[config.mk]
export PLATFORM = sky130hd
export DESIGN_NAME = aes_input_packer
export DESIGN_NICKNAME = d
export VERILOG_FILES = /design/src/rtl/aes_input_packer.sv
export SDC_FILE = /design/constraint.sdc
export NUM_CORES = 1
export LEC_CHECK = 0
export CAP_MARGIN = 25
export CORE_MARGIN = 10
export CORE_UTILIZATION = 58
export CTS_CLUSTER_DIAMETER = 40
export CTS_CLUSTER_SIZE = 30
export DETAILED_ROUTE_END_ITERATION = 10
export PLACE_DENSITY = 0.85
export SYNTH_ARGS = -nofsm -noshare
export SYNTH_HDL_FRONTEND = slang
export SYNTH_SLANG_ARGS = --single-unit
[constraint.sdc]
create_clock -name clk -period 14.9 [get_ports clk]
set_input_delay 2.98 -clock clk [delete_from_list [all_inputs] [get_ports clk]]
set_output_delay 2.98 -clock clk [all_outputs]
set_load 0.05 [all_outputs]
[src/rtl/aes_input_packer.sv]
// Packs four 32-bit plaintext words (big-endian) into a 128-bit block with a one-deep output stage.
// Optional CBC pre-whitening with a chain register is enabled by defining AES_CBC_XOR_EN.
module aes_input_packer #(
    parameter int unsigned WORD_W = 32,
    parameter int unsigned BLK_W  = 128
) (
    input  logic              clk,
    input  logic              rst,
    input  logic              clear,
    input  logic [WORD_W-1:0] s_data,
    input  logic              s_valid,
    output logic              s_ready,
    output logic [BLK_W-1:0]  m_block,
    output logic              m_valid,
    input  logic              m_ready,
`ifdef AES_CBC_XOR_EN
    input  logic [BLK_W-1:0]  iv,
    input  logic              iv_load,
    input  logic [BLK_W-1:0]  fb_block,
    input  logic              fb_valid,
`endif
    output logic [2:0]        fill_cnt
);

    logic [BLK_W-1:0] asm_q, asm_d;
    logic [BLK_W-1:0] out_q, out_d;
    logic [2:0]       fill_q, fill_d;
    logic             m_valid_q, m_valid_d;
    logic             accept;
    logic             out_free;
    logic [2:0]       fill_next;
    logic [BLK_W-1:0] asm_next;
    logic [BLK_W-1:0] xfer_blk;

`ifdef AES_CBC_XOR_EN
    logic [BLK_W-1:0] chain_q, chain_d;

    always_comb begin
        chain_d = chain_q;
        if (iv_load) begin
            chain_d = iv;
        end else if (fb_valid) begin
            chain_d = fb_block;
        end
    end

    always_ff @(posedge clk or posedge rst) begin
        if (rst) begin
            chain_q <= '0;
        end else begin
            chain_q <= chain_d;
        end
    end

    assign xfer_blk = asm_next ^ chain_q;
`else
    assign xfer_blk = asm_next;
`endif

    assign s_ready  = (fill_q != 3'd4);
    assign accept   = s_valid && s_ready;
    assign out_free = !m_valid_q || m_ready;
    assign fill_cnt = fill_q;
    assign m_valid  = m_valid_q;
    assign m_block  = out_q;

    // Insert the incoming word into its big-endian slot before deciding on a transfer.
    always_comb begin
        asm_next  = asm_q;
        fill_next = fill_q;
        if (accept) begin
            fill_next = fill_q + 3'd1;
            case (fill_q)
                3'd0:    asm_next[BLK_W-1 -: WORD_W]          = s_data;
                3'd1:    asm_next[BLK_W-1-WORD_W -: WORD_W]   = s_data;
                3'd2:    asm_next[BLK_W-1-2*WORD_W -: WORD_W] = s_data;
                3'd3:    asm_next[BLK_W-1-3*WORD_W -: WORD_W] = s_data;
                default: asm_next = asm_q;
            endcase
        end
    end

    always_comb begin
        asm_d     = asm_next;
        fill_d    = fill_next;
        out_d     = out_q;
        m_valid_d = m_valid_q;
        if (clear) begin
            asm_d     = '0;
            fill_d    = 3'd0;
            out_d     = '0;
            m_valid_d = 1'b0;
        end else if (fill_next == 3'd4 && out_free) begin
            out_d     = xfer_blk;
            m_valid_d = 1'b1;
            asm_d     = '0;
            fill_d    = 3'd0;
        end else if (m_valid_q && m_ready) begin
            m_valid_d = 1'b0;
        end
    end

    always_ff @(posedge clk or posedge rst) begin
        if (rst) begin
            asm_q     <= '0;
            out_q     <= '0;
            fill_q    <= 3'd0;
            m_valid_q <= 1'b0;
        end else begin
            asm_q     <= asm_d;
            out_q     <= out_d;
            fill_q    <= fill_d;
            m_valid_q <= m_valid_d;
        end
    end

endmodule

Word-level counts from Yosys, hierarchy flattened. Index checks and enable logic that the tools add are counted.

Flip-flop bits (word level): 260. Bits of input ports: 37. Output and inout port bits: 133. Word-level logic and storage cells: 33.

Add/subtract/negate cells: 1. Equal/unequal tests: 5. Muxes and demuxes: 15. Reduce and logical (&&, ||, !) cells: 8.

Operators with widths (count): 2-to-1 mux 128 bit (5); 2-to-1 mux 32 bit (4); 2-to-1 mux 3 bit (3); == test 3 x 2 -> 1 bit, second input constant (2); adder 3 x 1 -> 3 bit, second input constant (1); == test 3 x 1 -> 1 bit, second input constant (1); == test 3 bit, second input constant (1); logical AND 1 bit (3); zero test 3 bit (1); 2-to-1 mux 1 bit (3); != test 3 bit, second input constant (1); nonzero test 3 bit (1); nonzero test 2 bit (1); zero test 1 bit (1); logical OR 1 bit (1).

Longest topological paths before layout. Gate-level depths: netlist (run 1).

Depth after elaboration: 7. Depth in mapped cells: 8. Gate-level depth less buffers: 6.

Worst setup path after synthesis (run 1). No wires, ideal clock.

Path kind: register to output. From: register fill_q[0] (netlist: fill_cnt[0]). To: output s_ready. Data arrival time: 1.470 ns. Required time: 11.920 ns. Slack: 10.450 ns. Stages on the path, launching flop included: 4. Path buffers: 0. Cells stage by stage: dfrtp_1 > inv_1 > ha_1 > nand2_1.

Word-level cells in the longest chain between the ends: 1.

Ends and longest elaborated chain: start: declaration (line 27) `logic [2:0] fill_q, fill_d;`; start signal: assignment (line 112) `fill_q <= fill_d;`; != test 3 bit (line 60) `assign s_ready = (fill_q != 3'd4);`; end: declaration (line 12) `output logic s_ready,`.

Every way passes these cells.

Final worst setup path (run 1).
From: input s_valid. To: register out_q[110] (netlist: m_block[110]).

Word-level cells in the longest chain between the ends: 5. Elaborated cells on any way between the ends: 8. Classes of those cells: eq/ne (1); mux (4); reduce/logical (3).

Ends and longest elaborated chain: start: declaration (line 11) `input logic s_valid,`; logical AND 1 bit * (line 61) `assign accept = s_valid && s_ready;`; 2-to-1 mux 3 bit (line 71) `if (accept) begin`; == test 3 bit (line 93) `end else if (fill_next == 3'd4 && out_free) begin`; logical AND 1 bit (line 93); nonzero test 2 bit (no source line); end signal: assignment (line 111) `out_q <= out_d;`; end: declaration (line 26) `logic [BLK_W-1:0] out_q, out_d;`.

Mark *: on every way between the ends. The rest lies on a longest branch, timed or not. The select of a mux whose other input is x is not followed. A chain may end at the register's enable or synchronous reset.

==> results.yml, run 1 <==
sta:
  fin_crit_sh_pct: 41.3
  hold_viol_final: 0
  max_slew.worst_pin.slew_ns: 1.07
  min_period_ns: 6.15
  rsz0062_at_grt: "no"
  slew_headroom_pct: 28.9
  max_freq_ghz: 0.163
  finalSetupViolations: 0
  setup_slack_ns: 8.75
  final_max_slew_viol_count: 0
  fin_setup_tns_ns: 0
  skew_ns: 0.0157
synth:
  synth_seq_cells: 260
  synth_cell_types: 26
  syn_nets: 944
  synthCells: 902
  seq_area_frac_synth_pct: 59.6
  yosysWarnings: 0
  synth_area_mm2: 0.0109
  synth.avg_cell_area_um2: 12.1
cts:
  cts_num_sinks: 260
  numCtsBuffers: 34
  cts_tree: "done"
  h-tree-depth: 2
  root_buffer: "clkbuf_16"
  clk_pin_slew_ns: 0.06
  post_cts_resized: 0
  insertion_delay_ns: 0.50
  clockBufferDepth: 3
  post_cts.repair.setup_buffers: 0
  postCtsHoldBufs: 0
power:
  vdd_ir_drop_max_mv: 0.0889
  p_leak_nw: 6.56
  power_density_mw_per_mm2: 135
final_layout:
  final_cells: 1284
  areaGrowthSynthToFinish_pct: 27.8
  antenna_cells: 0
  fin_nets: 1067
  drive_above_1_share_pct: 12.2
  fillCellCount: 1211
drt:
  routed_via_density: 6.43
  drt-wirelength-per-cell_um: 23.7
  drc: 0
  vias: 8251
  first_pass_iters: 5
  drtIter0Drc: 726
  ant_nets: 0
  wl_um: 30400
die:
  die_w_um: 157
  core_mm2: 0.0186
  die_area_mm2: 0.0247
  rows: 50
  pin_count: 170
  start_util_pct: 58.6
  die_height_um: 157
hold_path:
  hp-class: "reg2reg"
  hold_depth: 2
global_routing:
  antenna_found_initial: 0
  grt-ovfl-total: 0
  grt_pass1_vias: 8441
  track_usage_pct: 24.4
  grt_max_degree: 103
  grt_pass1_wl_um: 48200
setup_path:
  ff2ff_path_depth: 7
  cp.required_ns: 15.28
  path_max_fanout: 78
  worstSetupPathType: "in2reg"
  endpoint_kind: "flip-flop"
  worst_ep_arrival_time_ns: 6.53
  worst_setup_path_start_kind: "input port"
placement:
  port_buffers: 169
  dp_cells: 1222
  globalplace.congestion: 0.833
  post-place-ws_ns: 8.36
  dp_hpwl_um: 18000
job:
  cap_violations: 0
status:
  run_status: "complete, no violations"
## where the power goes
part / switching (mW) / internal [mW]
Combinational: 0.182 / 0.0801
Clock: 0.314 / 0.555
Sequential: 0.0153 / 0.735
## state kept, by name (all words and copies together) (netlist names)
| signal | count |
|---|---|
| asm_q | 128 |
| m_block | 128 |
| m_valid | 1 |
| fill_cnt | 3 |
## worst max-delay path, stage by stage
cell and delay (ns):
clkdlybuf4s50_1 0.54, a21boi_4 0.24, xnor2_4 0.56, and3_4 0.97, buf_4 0.74, mux2_2 0.40
## metrics by stage
step | hold WS, ns | cell area [µm²] | utilization [%] | power, mW
final | 0.519 | 13900 | 74.8 | 1.88
after global routing | 0.547 | 13900 | 74.8 | 1.94
after CTS | 0.527 | 13900 | 74.7 | 1.89
after detailed placement | 0.511 | 12700 | 68.1 | 1.02
after global placement | 0.502 | 12600 | 67.5 | 1.01
after floorplan | 0.485 | 10900 | - | 0.935
## per-layer routing
metal	up-vias	global-route usage [%]	share of wire, %	wire length (µm)
met4	0	6.99	2.1	644
li1	3573	-	-	-
met5	-	0	0	0
met2	411	37.3	47	14200
met3	51	5.49	9.0	2750
met1	4216	34.3	42	12800
## path summary, 6_finish.rpt
| path | slack (ns) | end | from |
|---|---|---|---|
| worst max register to register | 10.94 | m_block[110] | fill_cnt[0] |
| worst min register to register | 0.52 | asm_q[16] | asm_q[16] |
| worst min-delay path | 0.52 | asm_q[16] | asm_q[16] |
| min in group asynchronous | 3.01 | m_block[97] | rst |
| worst max-delay path | 8.75 | m_block[110] | s_valid |
| max in group asynchronous | 10.58 | asm_q[41] | rst |
## cells by family after synthesis
group,synth area share [%]
AND/OR/NAND/NOR,5.21
adder cells (fa/ha/maj),0.573
buffers and inverters,4.31
flip-flops,59.6
multiplexers,11.8
AO/OA/AOI/OAI,18.3
XOR/XNOR,0.149
## cell usage in the layout (no fill, tap or decap), types with 2 or more instances in the layout
cell	instances
dfrtp_1	260
clkdlybuf4s50_1	168
nor2_1	133
mux2i_1	128
a31oi_1	127
a211oi_1	87
a211oi_2	40
clkbuf_16	37
buf_4	11
clkinvlp_4	6
ha_1	5
bufinv_16	5
clkinv_2	4
buf_16	4
inv_1	3
a21oi_1	3
clkbuf_8	3
clkinv_4	3
nor2b_1	2
nand3_2	2
nand2_1	2
inv_6	2
## area by class of cell
| type | count | area, µm² | area share [%] |
|---|---|---|---|
| clock buffers | 41 | 971 | 6.96 |
| clock inverters | 20 | 259 | 1.86 |
| inverters | 4 | 22.5 | 0.161 |
| multi-input cells | 540 | 3990 | 28.6 |
| flip-flops and latches | 260 | 6510 | 46.6 |
| well taps | 234 | 293 | 2.10 |
| repair buffers | 185 | 1910 | 13.7 |
## cells in the mapped netlist, drive strengths merged
| cell type | n | area [µm²] |
|---|---|---|
| inv | 4 | 15.0 |
| a32o | 1 | 10.0 |
| nand3b | 1 | 7.51 |
| and3 | 1 | 11.3 |
| xnor2 | 1 | 16.3 |
| nor2b | 2 | 12.5 |
| a31o | 1 | 8.76 |
| mux2i | 128 | 1280 |
| nor2 | 133 | 499 |
| nand2 | 3 | 11.3 |
| dfrtp | 260 | 6510 |
| clkbuf | 36 | 135 |
| buf | 62 | 320 |
| nand3 | 2 | 10.0 |
| a21oi | 3 | 15.0 |
| nand2b | 2 | 12.5 |
| a21boi | 1 | 18.8 |
| ha | 5 | 62.6 |
| mux2 | 1 | 11.3 |
| a211oi | 127 | 1150 |
| a31oi | 127 | 795 |
| nor3 | 1 | 5.00 |
No activity file was read; power rests on OpenSTA's default activity.
==> run 2, diff against run 1 <==
CORE_UTILIZATION = 54   (was 58)
PLACE_DENSITY = 0.8   (was 0.85)
clock period = 6.1 ns   (was 14.9 ns; I/O delays follow)
==> run 2 against run 1 <==
Against the previous run: flip-flop and latch count is the same; worst hold slack gained 0.0017 ns; first-iteration DRC count shrank 17%; wire length decreased by 0.58%; via count decreased by 2.0%; non-clock buffer count is 3 higher; final cell count is 2.6% higher; design area is essentially flat; critical path depth increased by 1; highest routed layer unchanged.
==> results.yml, run 2 (same netlist as run 1, synthesis figures left out) <==
job:
  cap_violations: 0
drt:
  vias: 8082
  ant_nets: 0
  wl_um: 30300
  drtIter0Drc: 601
  first_pass_iters: 5
  routed_via_density: 6.13
  drc: 0
  drt-wirelength-per-cell_um: 23.0
die:
  rows: 51
  pin_count: 170
  die_area_mm2: 0.0263
  start_util_pct: 55.6
  core_mm2: 0.0197
  die_w_um: 162
  die_height_um: 162
hold_path:
  whs_endpoint: "asm_q[6]"
  hp-start: "asm_q[6]"
  hold_depth: 2
  hp-class: "reg2reg"
setup_path:
  worstSetupPathType: "in2reg"
  worst_setup_path_start_kind: "input port"
  r2r_slack_ns: 2.68
  crit_family: "buffers and inverters"
  ff2ff_path_depth: 8
  max_stage_delay_ns: 0.87
  crit_chain: "clkdlybuf4s50_1 -> a21boi_4 -> xnor2_4 -> buf_4 -> and3_4 -> buf_4 -> a211oi_1"
  crit_top_cell: "buf_4"
  path_max_fanout: 70
  crit_buf_inv: 3
  r2r_end: "m_block[13]"
  cp.required_ns: 6.43
  worst_ep_arrival_time_ns: 4.20
  slowest_stage: "and3_4"
  endpoint_kind: "flip-flop"
  r2r_start: "fill_cnt[0]"
power:
  p_leak_nw: 6.55
  finalPower_mw: 4.52
  vdd_ir_drop_max_mv: 0.191
  power_density_mw_per_mm2: 324
cts:
  insertion_delay_ns: 0.50
  h-tree-depth: 2
  cts_tree: "done"
  post_cts_resized: 0
  root_buffer: "clkbuf_16"
  numCtsBuffers: 34
  postCtsHoldBufs: 0
  post_cts.repair.setup_buffers: 0
  clk_pin_slew_ns: 0.06
  clockBufferDepth: 3
  cts_num_sinks: 260
final_layout:
  design_area_mm2: 0.0139
  final_common_cell: "dfrtp_1"
  drive_above_1_share_pct: 12.4
  areaGrowthSynthToFinish_pct: 27.7
  final_cell_mix: "dfrtp_1 (260), clkdlybuf4s50_1 (168), nor2_1 (133)"
  final_cells: 1318
  antenna_cells: 0
  fin_nets: 1070
sta:
  fin_setup_tns_ns: 0
  fin_crit_sh_pct: 63.5
  max_freq_ghz: 0.258
  final_max_slew_viol_count: 0
  finalSetupViolations: 0
  rsz0062_at_grt: "no"
  hold_viol_final: 0
  max_slew.worst_pin.slew_ns: 1.02
  skew_ns: 0.0218
  slew_headroom_pct: 31.7
  setup_slack_ns: 2.23
  min_period_ns: 3.87
global_routing:
  grt-ovfl-total: 0
  antenna_found_initial: 0
  grt_pass1_vias: 8472
  grt_max_degree: 140
  track_usage_pct: 22.7
  grt_pass1_wl_um: 48400
status:
  run_status: "complete, no violations"
placement:
  port_buffers: 169
  dp_hpwl_um: 18000
  dp_cells: 1255
  dpl_cell_area_mm2: 0.0127
  post-place-ws_ns: 1.79
  globalplace.congestion: 0.818
## run 2: worst max path at each step
stage                       start     endpoint  slack (ns)  depth (start not counted)
after CTS                 s_valid  m_block[13]        2.27                          7
after global routing      s_valid  m_block[13]        2.06                          7
after global placement    s_valid  m_block[13]        1.80                          7
final                     s_valid  m_block[13]        2.23                          7
after detailed placement  s_valid  m_block[13]        1.79                          7
after floorplan               rst     asm_q[0]        1.45                          1
## run 2: metrics by stage
stage,util [%],hold slack [ns]
after floorplan,-,0.485
final,71.0,0.521
after global placement,64.6,0.500
after global routing,71.0,0.548
after CTS,70.7,0.522
after detailed placement,64.6,0.511
## run 2: power by group
group	internal (mW)	switching [mW]	total (mW)
clock	1.30	0.756	2.05
sequential	1.80	0.0364	1.83
combinational	0.198	0.440	0.638
## run 2: metal layers
layer | vias to the layer above | share of wire, % | global-route usage [%]
met5 | - | 0 | 0
met4 | 0 | 2.1 | 7.15
met3 | 47 | 7.9 | 5.66
met2 | 298 | 47 | 34.3
met1 | 4155 | 43 | 31.7
li1 | 3582 | - | -
## run 2: worst reg2reg max path: stages (launching register included)
cell and delay, ns:
dfrtp_1 0.51, inv_1 0.12, ha_1 0.29, a21boi_4 0.31, xnor2_4 0.15, buf_4 0.39
and3_4 0.88, buf_4 0.46, a211oi_1 0.14
## run 2: final cells by class
class | count | area [µm²]
Sequential cell | 260 | 6510
Fill cell | 1404 | 5710
Multi-Input combinational cell | 540 | 3990
Timing Repair Buffer | 188 | 1900
Clock buffer | 43 | 998
Tap cell | 265 | 332
Clock inverter | 18 | 199
Inverter | 4 | 18.8
==> run 3, diff against run 2 <==
CORE_UTILIZATION = 49   (was 54)
PLACE_DENSITY = 0.77   (was 0.8)
clock period = 3.1 ns   (was 6.1 ns; I/O delays follow)
==> run 3 against run 2 <==
Against the previous run: worst setup slack lost 1.7 ns; die area increased by 8.9%; worst hold slack worse by 0.18 ns; global-route usage fell by 2.2 points; largest cell class unchanged; largest power group unchanged.
==> results.yml, run 3 (same netlist as run 1, synthesis figures left out) <==
drt:
  ant_nets: 0
  wl_um: 30300
  routed_via_density: 6.04
  drtIter0Drc: 712
  first_pass_iters: 5
  drt-wirelength-per-cell_um: 22.6
  vias: 8092
  drc: 0
power:
  switchingPower_mw: 2.52
  p_clk_share_pct: 42.6
  pwr-share-comb_pct: 15.1
  power_density_mw_per_mm2: 605
  finalPower_mw: 8.50
  p_int_mw: 5.98
  vdd_ir_drop_max_mv: 0.361
  p_seq_share_pct: 42.3
  switching_share_pct: 29.6
  p_leak_nw: 6.59
sta:
  final_max_slew_viol_count: 0
  slew_headroom_pct: 52.9
  skew_ns: 0.0184
  min_period_ns: 2.62
  hold_viol_final: 0
  rsz0062_at_grt: "no"
  finalSetupViolations: 0
  fin_crit_sh_pct: 84.4
  max_freq_ghz: 0.382
  max_slew.worst_pin.slew_ns: 0.706
  holdWs_ns: 0.344
die:
  die_height_um: 169
  pin_count: 170
  core_mm2: 0.0219
  rows: 54
  die_w_um: 169
  die_area_mm2: 0.0287
  start_util_pct: 49.9
setup_path:
  endpoint_kind: "output port"
  path_max_fanout: 5
  crit_buf_inv: 2
  crit_start: "fill_cnt[0]"
  max_stage_delay_ns: 0.54
  r2r_slack_ns: 0.62
  ff2ff_path_depth: 7
  crit_end: "s_ready"
  worst_ep_arrival_time_ns: 2.00
  crit_cells: 4
  r2r_end: "m_block[76]"
  cp.required_ns: 2.48
  slowest_stage: "dfrtp_1"
  crit_chain: "inv_1 -> ha_1 -> nand2_1 -> dlymetal6s2s_1"
  worstSetupPathType: "reg2out"
  r2r_start: "fill_cnt[0]"
  worst_setup_path_start_kind: "flip-flop"
  crit_family: "flip-flops"
placement:
  dp_hpwl_um: 19100
  dpl_cell_area_mm2: 0.0130
  globalplace.congestion: 0.814
  port_buffers: 169
final_layout:
  design_area_mm2: 0.0141
  areaGrowthSynthToFinish_pct: 28.7
  final_common_cell: "dfrtp_1"
  antenna_cells: 0
  drive_above_1_share_pct: 13.0
  fin_nets: 1079
  final_cell_mix: "dfrtp_1 (260), clkdlybuf4s50_1 (167), nor2_1 (133)"
  fillCellCount: 1665
global_routing:
  track_usage_pct: 20.6
  antenna_found_initial: 0
  grt_pass1_vias: 8237
  grt_max_degree: 120
  grt_pass1_wl_um: 48300
  grt-ovfl-total: 0
cts:
  cts_tree: "done"
  insertion_delay_ns: 0.54
  numCtsBuffers: 29
  h-tree-depth: 1
  post_cts.repair.setup_buffers: 0
  clk_pin_slew_ns: 0.07
  postCtsHoldBufs: 0
  cts_num_sinks: 260
  clockBufferDepth: 3
  root_buffer: "clkbuf_16"
job:
  cap_violations: 0
status:
  run_status: "complete, no violations"
hold_path:
  hold_depth: 2
  hp-class: "in2reg"
## run 3: changes by cell type in the layout (fill, tap and decap cells not counted), moves of 2 or more
| cell | delta |
|---|---|
| inv_8 | +8 |
| clkbuf_16 | -8 |
| clkinv_8 | +7 |
| buf_12 | +13 |
| buf_4 | +3 |
| clkbuf_8 | -3 |
| inv_6 | -2 |
| clkinv_2 | -3 |
| buf_16 | -2 |
| clkinvlp_4 | -4 |
## run 3: worst min-delay path by stage
stage                  endpoint       from
global placement      asm_q[22]  asm_q[22]
detailed placement    asm_q[19]  asm_q[19]
floorplan              asm_q[0]   asm_q[0]
finish              fill_cnt[1]      clear
CTS                 fill_cnt[1]      clear
global route        fill_cnt[1]      clear
## run 3: cell type report
class | count | area (µm²) | share of cell area, %
Multi-Input combinational cell | 540 | 3990 | 28.4
Inverter | 4 | 18.8 | 0.134
Tap cell | 280 | 350 | 2.49
Clock inverter | 22 | 302 | 2.15
Sequential cell | 260 | 6510 | 46.3
Timing Repair Buffer | 202 | 2130 | 15.2
Clock buffer | 31 | 753 | 5.36
## run 3: worst reg2reg max path: stages, from the launching register on
cell      delay (ns)
dfrtp_1         0.54
inv_1           0.11
ha_1            0.28
a21boi_4        0.31
xnor2_4         0.19
and3_4          0.48
buf_12          0.27
a211oi_2        0.13
## run 3: what timing repair did
action,in CTS,in global routing
endpoints found under the hold margin,0,0
gates resized for setup,0,1
endpoints found under the setup margin,0,1
## run 3: per-stage QoR
step	setup TNS, ns	utilization (%)	instances	setup slack, ns
CTS	0	64.2	1339	0.0790
detailed placement	0	59.4	1286	0.295
floorplan	-246.37	-	902	-0.948
global route	0	64.2	1339	0.360
global placement	0	59.4	1286	0.375
finish	0	64.2	1339	0.483
## run 3: layer usage
metal | track usage (%) | wire, µm | share of wire (%) | vias to the layer above
li1 | - | - | - | 3599
met1 | 29.8 | 13800 | 46 | 4158
met5 | 0 | 0 | 0 | -
met2 | 30.7 | 13800 | 45 | 302
met4 | 4.50 | 483 | 1.6 | 0
met3 | 5.23 | 2250 | 7.4 | 33
## run 3: power by group through the flow
stage          logic (mW)  clock network [mW]  registers [mW]
3_5_place_dp         1.28                   0            3.66
2_1_floorplan       0.617                   0            3.88
6_report             1.28                3.62            3.60
5_1_grt              1.38                3.81            3.61
4_1_cts              1.29                3.67            3.60
3_3_place_gp         1.27                   0            3.66
